$ cat src/rtl/sequential_compare_pkg.sv
//==============================================================================
// Module   : sequential_compare_pkg
// Brief    : Shared types and helpers for the multi-cycle chunked comparator.
// Revision : 1.0 - initial release
//==============================================================================
`default_nettype none

package sequential_compare_pkg;

    typedef enum logic {
        CMP_EQ  = 1'b0,
        CMP_NEQ = 1'b1
    } cmp_mode_e;

    typedef enum logic [1:0] {
        ST_IDLE    = 2'd0,
        ST_COMPARE = 2'd1,
        ST_DONE    = 2'd2
    } cmp_state_e;

    // Chunk counter width; a single-chunk operand still needs one bit.
    function automatic int idx_width(input int k);
        return (k > 1) ? $clog2(k) : 1;
    endfunction

endpackage : sequential_compare_pkg

`default_nettype wire

$ cat src/rtl/sequential_logical_compare_chunk_neq.sv
//==============================================================================
// Module   : chunk_neq
// Brief    : Combinational W-bit inequality (reduction-OR of bitwise XOR).
// Revision : 1.0 - initial release
//==============================================================================
`default_nettype none

module chunk_neq #(
    parameter int W = 8
) (
    input  logic [W-1:0] a,
    input  logic [W-1:0] b,
    output logic         neq
);

    assign neq = |(a ^ b);

endmodule : chunk_neq

`default_nettype wire

$ cat src/rtl/sequential_logical_compare.sv
//==============================================================================
// Module   : sequential_logical_compare
// Brief    : Multi-cycle EQ/NEQ comparator, W bits per clock, valid/ready I/O.
// Revision : 1.0 - initial release
//==============================================================================
`default_nettype none

module sequential_logical_compare
    import sequential_compare_pkg::*;
#(
    parameter int N          = 32,
    parameter int W          = 8,
    parameter int EARLY_EXIT = 1
) (
    input  logic                      clk,
    input  logic                      rst_n,
    input  logic                      in_valid,
    output logic                      in_ready,
    input  logic [N-1:0]              a,
    input  logic [N-1:0]              b,
    input  cmp_mode_e                 mode,
    output logic                      out_valid,
    input  logic                      out_ready,
    output logic                      c,
    output logic [$clog2(N/W+1)-1:0]  mismatch_idx,
    output logic                      busy
);

    localparam int c_num_chunks = N / W;
    localparam int c_idx_w      = idx_width(c_num_chunks);
    localparam int c_midx_w     = $clog2(c_num_chunks + 1);

    localparam logic [c_idx_w-1:0]  c_last_idx = c_idx_w'(c_num_chunks - 1);
    localparam logic [c_midx_w-1:0] c_no_match = c_midx_w'(c_num_chunks);

    if ((W < 1) || (N % W != 0)) begin : g_width_check
        $error("sequential_logical_compare: N (%0d) must be a multiple of W (%0d)", N, W);
    end

    cmp_state_e           r_state;
    cmp_state_e           w_state_nxt;
    logic [N-1:0]         r_a;
    logic [N-1:0]         r_b;
    cmp_mode_e            r_mode;
    logic [c_idx_w-1:0]   r_idx;
    logic                 r_diff;
    logic [c_idx_w-1:0]   r_first_idx;

    logic [W-1:0]         w_a_chunk;
    logic [W-1:0]         w_b_chunk;
    logic                 w_neq;
    logic                 w_accept;
    logic                 w_scan_done;

    //--------------------------------------------------------------------------
    // Chunk select and single shared comparator
    //--------------------------------------------------------------------------
    always_comb begin
        w_a_chunk = '0;
        w_b_chunk = '0;
        for (int k = 0; k < c_num_chunks; k++) begin
            if (r_idx == c_idx_w'(k)) begin
                w_a_chunk = r_a[k*W +: W];
                w_b_chunk = r_b[k*W +: W];
            end
        end
    end

    chunk_neq #(
        .W   (W)
    ) u_chunk_neq (
        .a   (w_a_chunk),
        .b   (w_b_chunk),
        .neq (w_neq)
    );

    assign w_accept    = in_valid && (r_state == ST_IDLE);
    assign w_scan_done = (r_idx == c_last_idx) || (w_neq && (EARLY_EXIT != 0));

    //--------------------------------------------------------------------------
    // FSM: state register
    //--------------------------------------------------------------------------
    always_ff @(posedge clk or negedge rst_n) begin
        if (!rst_n) begin
            r_state <= ST_IDLE;
        end else begin
            r_state <= w_state_nxt;
        end
    end

    //--------------------------------------------------------------------------
    // FSM: next-state logic
    //--------------------------------------------------------------------------
    always_comb begin
        w_state_nxt = r_state;
        case (r_state)
            ST_IDLE:    if (in_valid)    w_state_nxt = ST_COMPARE;
            ST_COMPARE: if (w_scan_done) w_state_nxt = ST_DONE;
            ST_DONE:    if (out_ready)   w_state_nxt = ST_IDLE;
            default:                     w_state_nxt = ST_IDLE;
        endcase
    end

    //--------------------------------------------------------------------------
    // FSM: output decode; result outputs read zero outside DONE
    //--------------------------------------------------------------------------
    always_comb begin
        in_ready     = 1'b0;
        out_valid    = 1'b0;
        busy         = 1'b0;
        c            = 1'b0;
        mismatch_idx = '0;
        case (r_state)
            ST_IDLE: begin
                in_ready = 1'b1;
            end
            ST_COMPARE: begin
                busy = 1'b1;
            end
            ST_DONE: begin
                busy         = 1'b1;
                out_valid    = 1'b1;
                c            = (r_mode == CMP_NEQ) ? r_diff : ~r_diff;
                mismatch_idx = r_diff ? c_midx_w'(r_first_idx) : c_no_match;
            end
            default: ;
        endcase
    end

    //--------------------------------------------------------------------------
    // Datapath: operand capture, chunk walk, first-mismatch tracking
    //--------------------------------------------------------------------------
    always_ff @(posedge clk or negedge rst_n) begin
        if (!rst_n) begin
            r_a         <= '0;
            r_b         <= '0;
            r_mode      <= CMP_EQ;
            r_idx       <= '0;
            r_diff      <= 1'b0;
            r_first_idx <= '0;
        end else begin
            case (r_state)
                ST_IDLE: begin
                    if (w_accept) begin
                        r_a         <= a;
                        r_b         <= b;
                        r_mode      <= mode;
                        r_idx       <= '0;
                        r_diff      <= 1'b0;
                        r_first_idx <= '0;
                    end
                end
                ST_COMPARE: begin
                    // Only the earliest mismatching chunk is recorded.
                    if (w_neq && !r_diff) begin
                        r_diff      <= 1'b1;
                        r_first_idx <= r_idx;
                    end
                    if (!w_scan_done) begin
                        r_idx <= r_idx + c_idx_w'(1);
                    end
                end
                default: ;
            endcase
        end
    end

endmodule : sequential_logical_compare

`default_nettype wire
$ cat config.mk
export PLATFORM = sky130hd
export DESIGN_NAME = sequential_logical_compare
export DESIGN_NICKNAME = d
export VERILOG_FILES = /design/src/rtl/sequential_compare_pkg.sv /design/src/rtl/sequential_logical_compare_chunk_neq.sv /design/src/rtl/sequential_logical_compare.sv
export SDC_FILE = /design/constraint.sdc
export NUM_CORES = 1
export LEC_CHECK = 0
export ABC_AREA = 1
export CELL_PAD_IN_SITES_DETAIL_PLACEMENT = 0
export CELL_PAD_IN_SITES_GLOBAL_PLACEMENT = 1
export CORE_MARGIN = 5
export CORE_UTILIZATION = 42
export CTS_CLUSTER_DIAMETER = 150
export DETAILED_ROUTE_END_ITERATION = 16
export GPL_TIMING_DRIVEN = 0
export PLACE_DENSITY = 0.84
export SYNTH_ARGS = -nofsm -noshare
export SYNTH_HDL_FRONTEND = slang
export SYNTH_SLANG_ARGS = --single-unit
$ cat constraint.sdc
create_clock -name clk -period 3.7 [get_ports clk]
set_clock_uncertainty 0.1 [all_clocks]
set_input_delay 1.11 -clock clk [delete_from_list [all_inputs] [get_ports clk]]
set_output_delay 1.11 -clock clk [all_outputs]
set_load 0.1 [all_outputs]
# Word-level counts from Yosys, hierarchy flattened
# Cells that the tools add are included.
# Widths: inputs -> output; s select.
# classes
n_reduce_logical,13
bitwise_logic,2
magnitude_cmp,0
div,0
mul,0
n_addsub,1
n_eq_ne,11
n_shift,0
mux,27
# op_table
cell,count
$mux 8,8
$mux 2,6
$ne 2x2->1 const B,6
$reduce_and 3->1,3
$pmux 2 s2,2
$reduce_or 8->1,1
$xor 8x8->8,1
$mux 1,7
$eq 2x2->1 const B,3
$mux 3,2
$pmux 2 s3,1
$eq 2x1->1 const B,2
$logic_not 2->1,2
$add 2x1->2 const B,1
$logic_and 1x1->1,2
$pmux 1 s2,1
$reduce_and 2->1,1
$reduce_bool 2->1,1
$reduce_or 2->1,1
$logic_not 1->1,1
$logic_or 1x1->1,1
$not 1->1,1
# totals
inputBits,69
wordCells,61
mem_bits_ro,0
memories,0
ff_bits,72
ramBits,0
latchBits,0
out_inout_bits,7

# Logic depth before layout (Yosys ltp)
# logic_depth
word_depth,10
ltp_mapped,15
mapped_depth_nobuf,15

# Cells and area by module
# From an unflattened synthesis, not the netlist that was laid out.
# hier_totals
hier_cells,493
hier_area_um2,3646.0
# by_module_without_submodules
mod,instances,cells_each,seq_area_each_um2,area_per_inst_um2
sequential_logical_compare,1,466,1801.7,3519.6
chunk_neq,1,27,0.0,126.4

# Worst setup path before layout
# Ideal clock, no wire load.
# synth_path
path_kind,flip-flop to output port
start,reg r_state[0]
end,out c
slack_ps,-482
path_stages_with_launch,5
t_required_ps,2490
path_buffers,0
t_arrival_ps,2972
path_cell_list,dfrtp_1 inv_1 ha_1 o21ai_0 a21oi_1
# synth_via
elab_chain_cells,2
# synth_lines
item,line,rtl
from (decl),sequential_logical_compare.sv:40,cmp_state_e r_state;
from (signal assigned),sequential_logical_compare.sv:87,r_state <= w_state_nxt;
$eq 2x2->1,sequential_logical_compare.sv:113,case (r_state)
$mux 1,sequential_logical_compare.sv:113,
to (decl),sequential_logical_compare.sv:24,"output logic c,"
# No other way between the ends.

# Worst setup path after layout
# layout_path
start,reg r_state[0]
end,out mismatch_idx[0]
# layout_via
elab_chain_cells,2
# layout_lines
item,line,rtl
$eq 2x2->1,sequential_logical_compare.sv:113,
$mux 3,sequential_logical_compare.sv:113,
to (decl),sequential_logical_compare.sv:25,"output logic [$clog2(N/W+1)-1:0] mismatch_idx,"
# No other way between the ends.

==> run_results.csv <==
group,metric,value,unit
cts,cts_htree_levels,3,
run_status,status,"finished, final reports clean",
critical_path,crit_chain,"inv_1 > ha_1 > inv_1 > nor2_1 > clkdlybuf4s50_1",
timing,fin_crit_sh,96.0,%
grt,grt_max_degree,73,
logic_synthesis,yosysWarningCount,0,
logic_synthesis,yosys-top-cells-count,"dfrtp_1, nand2_1, mux2_2",
logic_synthesis,async_flop_share,100,%
die,dieArea,10000,um2
timing,setup_ws,0.147,ns
critical_path,r2r_cells,15,
critical_path,cp_data_required_time,2.49,ns
routing,drt_iter0_drc,47,
pwr,p_sw_share,38.8,%
final_layout,final_nets,498,
logic_synthesis,synth_nets,411,
timing,max_freq,281,MHz
logic_synthesis,yosysTopAreaCell,"dfrtp_1",
die,core.rowCount,32,
cts,clk_pin_slew,0.08,ns
critical_path,start_kind,"flop",
place,dp_hpwl,5420,um
grt,antenna_found_initial,0,
timing,finalHoldViolations,0,
logic_synthesis,yosysMostFrequentCell,"dfrtp_1",
grt,grt_pass1_wl,11700,um
place,dp_cells,513,
cts,cts_tree,"yes",
logic_synthesis,synthCells,335,
die,die_h,100,um
routing,antenna_left,0,
routing,wl_per_cell,13.5,um
final_layout,post-route-util,57.7,%
grt,grtUsageTotal,14.9,%
critical_path,regToRegSetupSlack,1.60,ns
pwr,peakVddDrop,0.000329,V
final_layout,area_growth,32.2,%
cts,post_cts_buffers,0,
grt,overflow,0,
logic_synthesis,seq_area_frac_synth,52.8,%
pwr,p_per_area,795,nW/um2
timing,holdWs,0.375,ns
hold_path,whs_path_depth,2,
routing,drc,0,
logic_synthesis,yosys_most_used_dff,"dfrtp_1",
logic_synthesis,syn_area,3410,um2
grt,grt_pass1_vias,2544,
pwr,p_int,2.19,mW
critical_path,cp_slowest_cell,"clkdlybuf4s50_1",
logic_synthesis,synth_edf_count,0,
hold_path,worstHoldStart,"r_first_idx[1]",
final_layout,diodes,0,
cts,clk_latency,0.34,ns
critical_path,worstSetupStartpoint,"r_state[0]",
critical_path,crit_path_end_kind,"output port",
logic_synthesis,yosysUniqueCellTypes,26,
logic_synthesis,synth-seq-cells,72,
logic_synthesis,ys_top_cells_by_area,"dfrtp_1, mux2_2, nand2_1, nor2_1, inv_1",
routing,wl,7130,um
die,io_pins,76,
critical_path,worst-setup-path-type,"flop to output port",
critical_path,slowest_delay,1.13,ns
final_layout,layout-drive-gt1-share,20.1,%
die,initial_utilization,43.7,%
timing,finalMaxSlewViolations,0,
place,portBuffers,75,
pwr,leakagePower,2.09,nW
hold_path,worstHoldPathType,"flop to flop",
routing,via_per_inst,4.74,
timing,period_needed,3.55,ns
logic_synthesis,synth_area_per_cell,10.2,um2
place,gp_congestion,0.762,
timing,setup_violations,0,
flow_run,max_cap_violations,0,
routing,drtPass1Iterations,4,
cts,hold_buffers,0,
cts,cts-root-buf,"clkbuf_8",
logic_synthesis,yosysTopAreaCellShare,52.8,%
final_layout,instances_no_fill,529,
critical_path,worstPathMaxFanout,4,
critical_path,cp.arrival,2.34,ns
critical_path,r2r_start,"r_idx[0]",
pwr,p_clk_share,16.6,%
die,core_area,7810,um2
cts,cts.path.max_buffers,2,
pwr,combPwrFrac,43.6,%
place,dp_slack,0.461,ns
hold_path,hold_end,"r_first_idx[1]",
routing,vias,2507,
pwr,switching_power,1.39,mW
pwr,pwr-share-seq,39.8,%
timing,slew-limit-headroom,34.9,%
cts,cts_buffers,9,
timing,rsz0062_at_grt,"false",
die,die_w,100,um
cts,cts_sinks,72,
critical_path,cp_common_cell,"inv_1",
timing,worstMarginPinSlew,0.973,ns
critical_path,rr_endpoint,"r_first_idx[0]",
==> state kept, by name, indices dropped and copies added, names as in the netlist <==
signal / flops
r_a: 32
r_b: 32
r_diff: 1
r_first_idx: 2
r_idx: 2
r_mode: 1
r_state: 2
==> worst max path at each step <==
stage                      end  slack, ns
2_1_floorplan  mismatch_idx[0]      -0.27
3_3_place_gp           r_b[11]      -1.06
3_5_place_dp                 c       0.46
4_1_cts                      c       0.07
5_1_grt        mismatch_idx[0]       0.04
6_report       mismatch_idx[0]       0.15
==> area by class of cell <==
cell class                 count  area (um2)
inverter                      34         128
sequential                    72        1800
buffer                        10        46.3
clock buffer                  10         128
tap                          102         128
timing repair buffer          76         778
fill                         694        3300
multi-input combinational    219        1440
clock inverter                 6        60.1
==> what timing repair did <==
action,CTS,global route
setup endpoints to repair,0,1
gates resized for setup,0,1
hold endpoints to repair,0,0
==> critical path, delay by kind of cell, from the launching register on <==
family | cells | cell delay [ns]
buffers and inverters | 3 | 1.30
flip-flops | 1 | 0.40
adder cells (fa/ha/maj) | 1 | 0.19
AND/OR/NAND/NOR | 1 | 0.10
==> power by group through the flow <==
| stage | clock network, mW | logic (mW) | registers (mW) |
|---|---|---|---|
| 2_1_floorplan | 0 | 1.25 | 1.38 |
| 3_3_place_gp | 0 | 1.55 | 1.42 |
| 3_5_place_dp | 0 | 1.59 | 1.44 |
| 4_1_cts | 0.612 | 1.60 | 1.43 |
| 5_1_grt | 0.642 | 1.75 | 1.47 |
| 6_report | 0.595 | 1.56 | 1.43 |
==> placed cells by master, fill, tap and decap left out, types with 7 or more instances in the layout <==
cell | netlist | routed
a21oi_1 | 19 | 18
buf_2 | 7 | 7
clkbuf_8 | 0 | 9
clkdlybuf4s50_1 | 0 | 73
dfrtp_1 | 72 | 72
ha_1 | 7 | 7
inv_1 | 32 | 32
mux2_2 | 47 | 47
nand2_1 | 48 | 48
nand3_1 | 7 | 7
nor2_1 | 46 | 46
xnor2_1 | 8 | 8
xor2_1 | 8 | 8
==> layer usage <==
metal | global-route usage (%) | part of all wire (%) | vias to the layer above
li1 | - | - | 1247
met1 | 18.7 | 44 | 1187
met3 | 3.61 | 5.7 | 14
met5 | 0 | 0 | -
met2 | 24.6 | 48 | 59
met4 | 6.32 | 2.1 | 0
==> cell families after synthesis <==
group / share of synthesized area (%)
flops: 52.8
xor+xnor: 4.11
compound gates: 4.26
fa+ha+maj: 2.57
mux: 15.5
simple gates: 15.6
buf+inv: 5.10
==> stage by stage <==
| stage | instance area (um2) | total power, mW | setup TNS, ns |
|---|---|---|---|
| floorplan | 3410 | 2.63 | -0.795 |
| global placement | 4290 | 2.97 | -75.74 |
| detailed placement | 4320 | 3.03 | 0 |
| CTS | 4500 | 3.63 | 0 |
| global route | 4510 | 3.86 | 0 |
| finish | 4510 | 3.58 | 0 |
(Power assumes the default switching activity.)
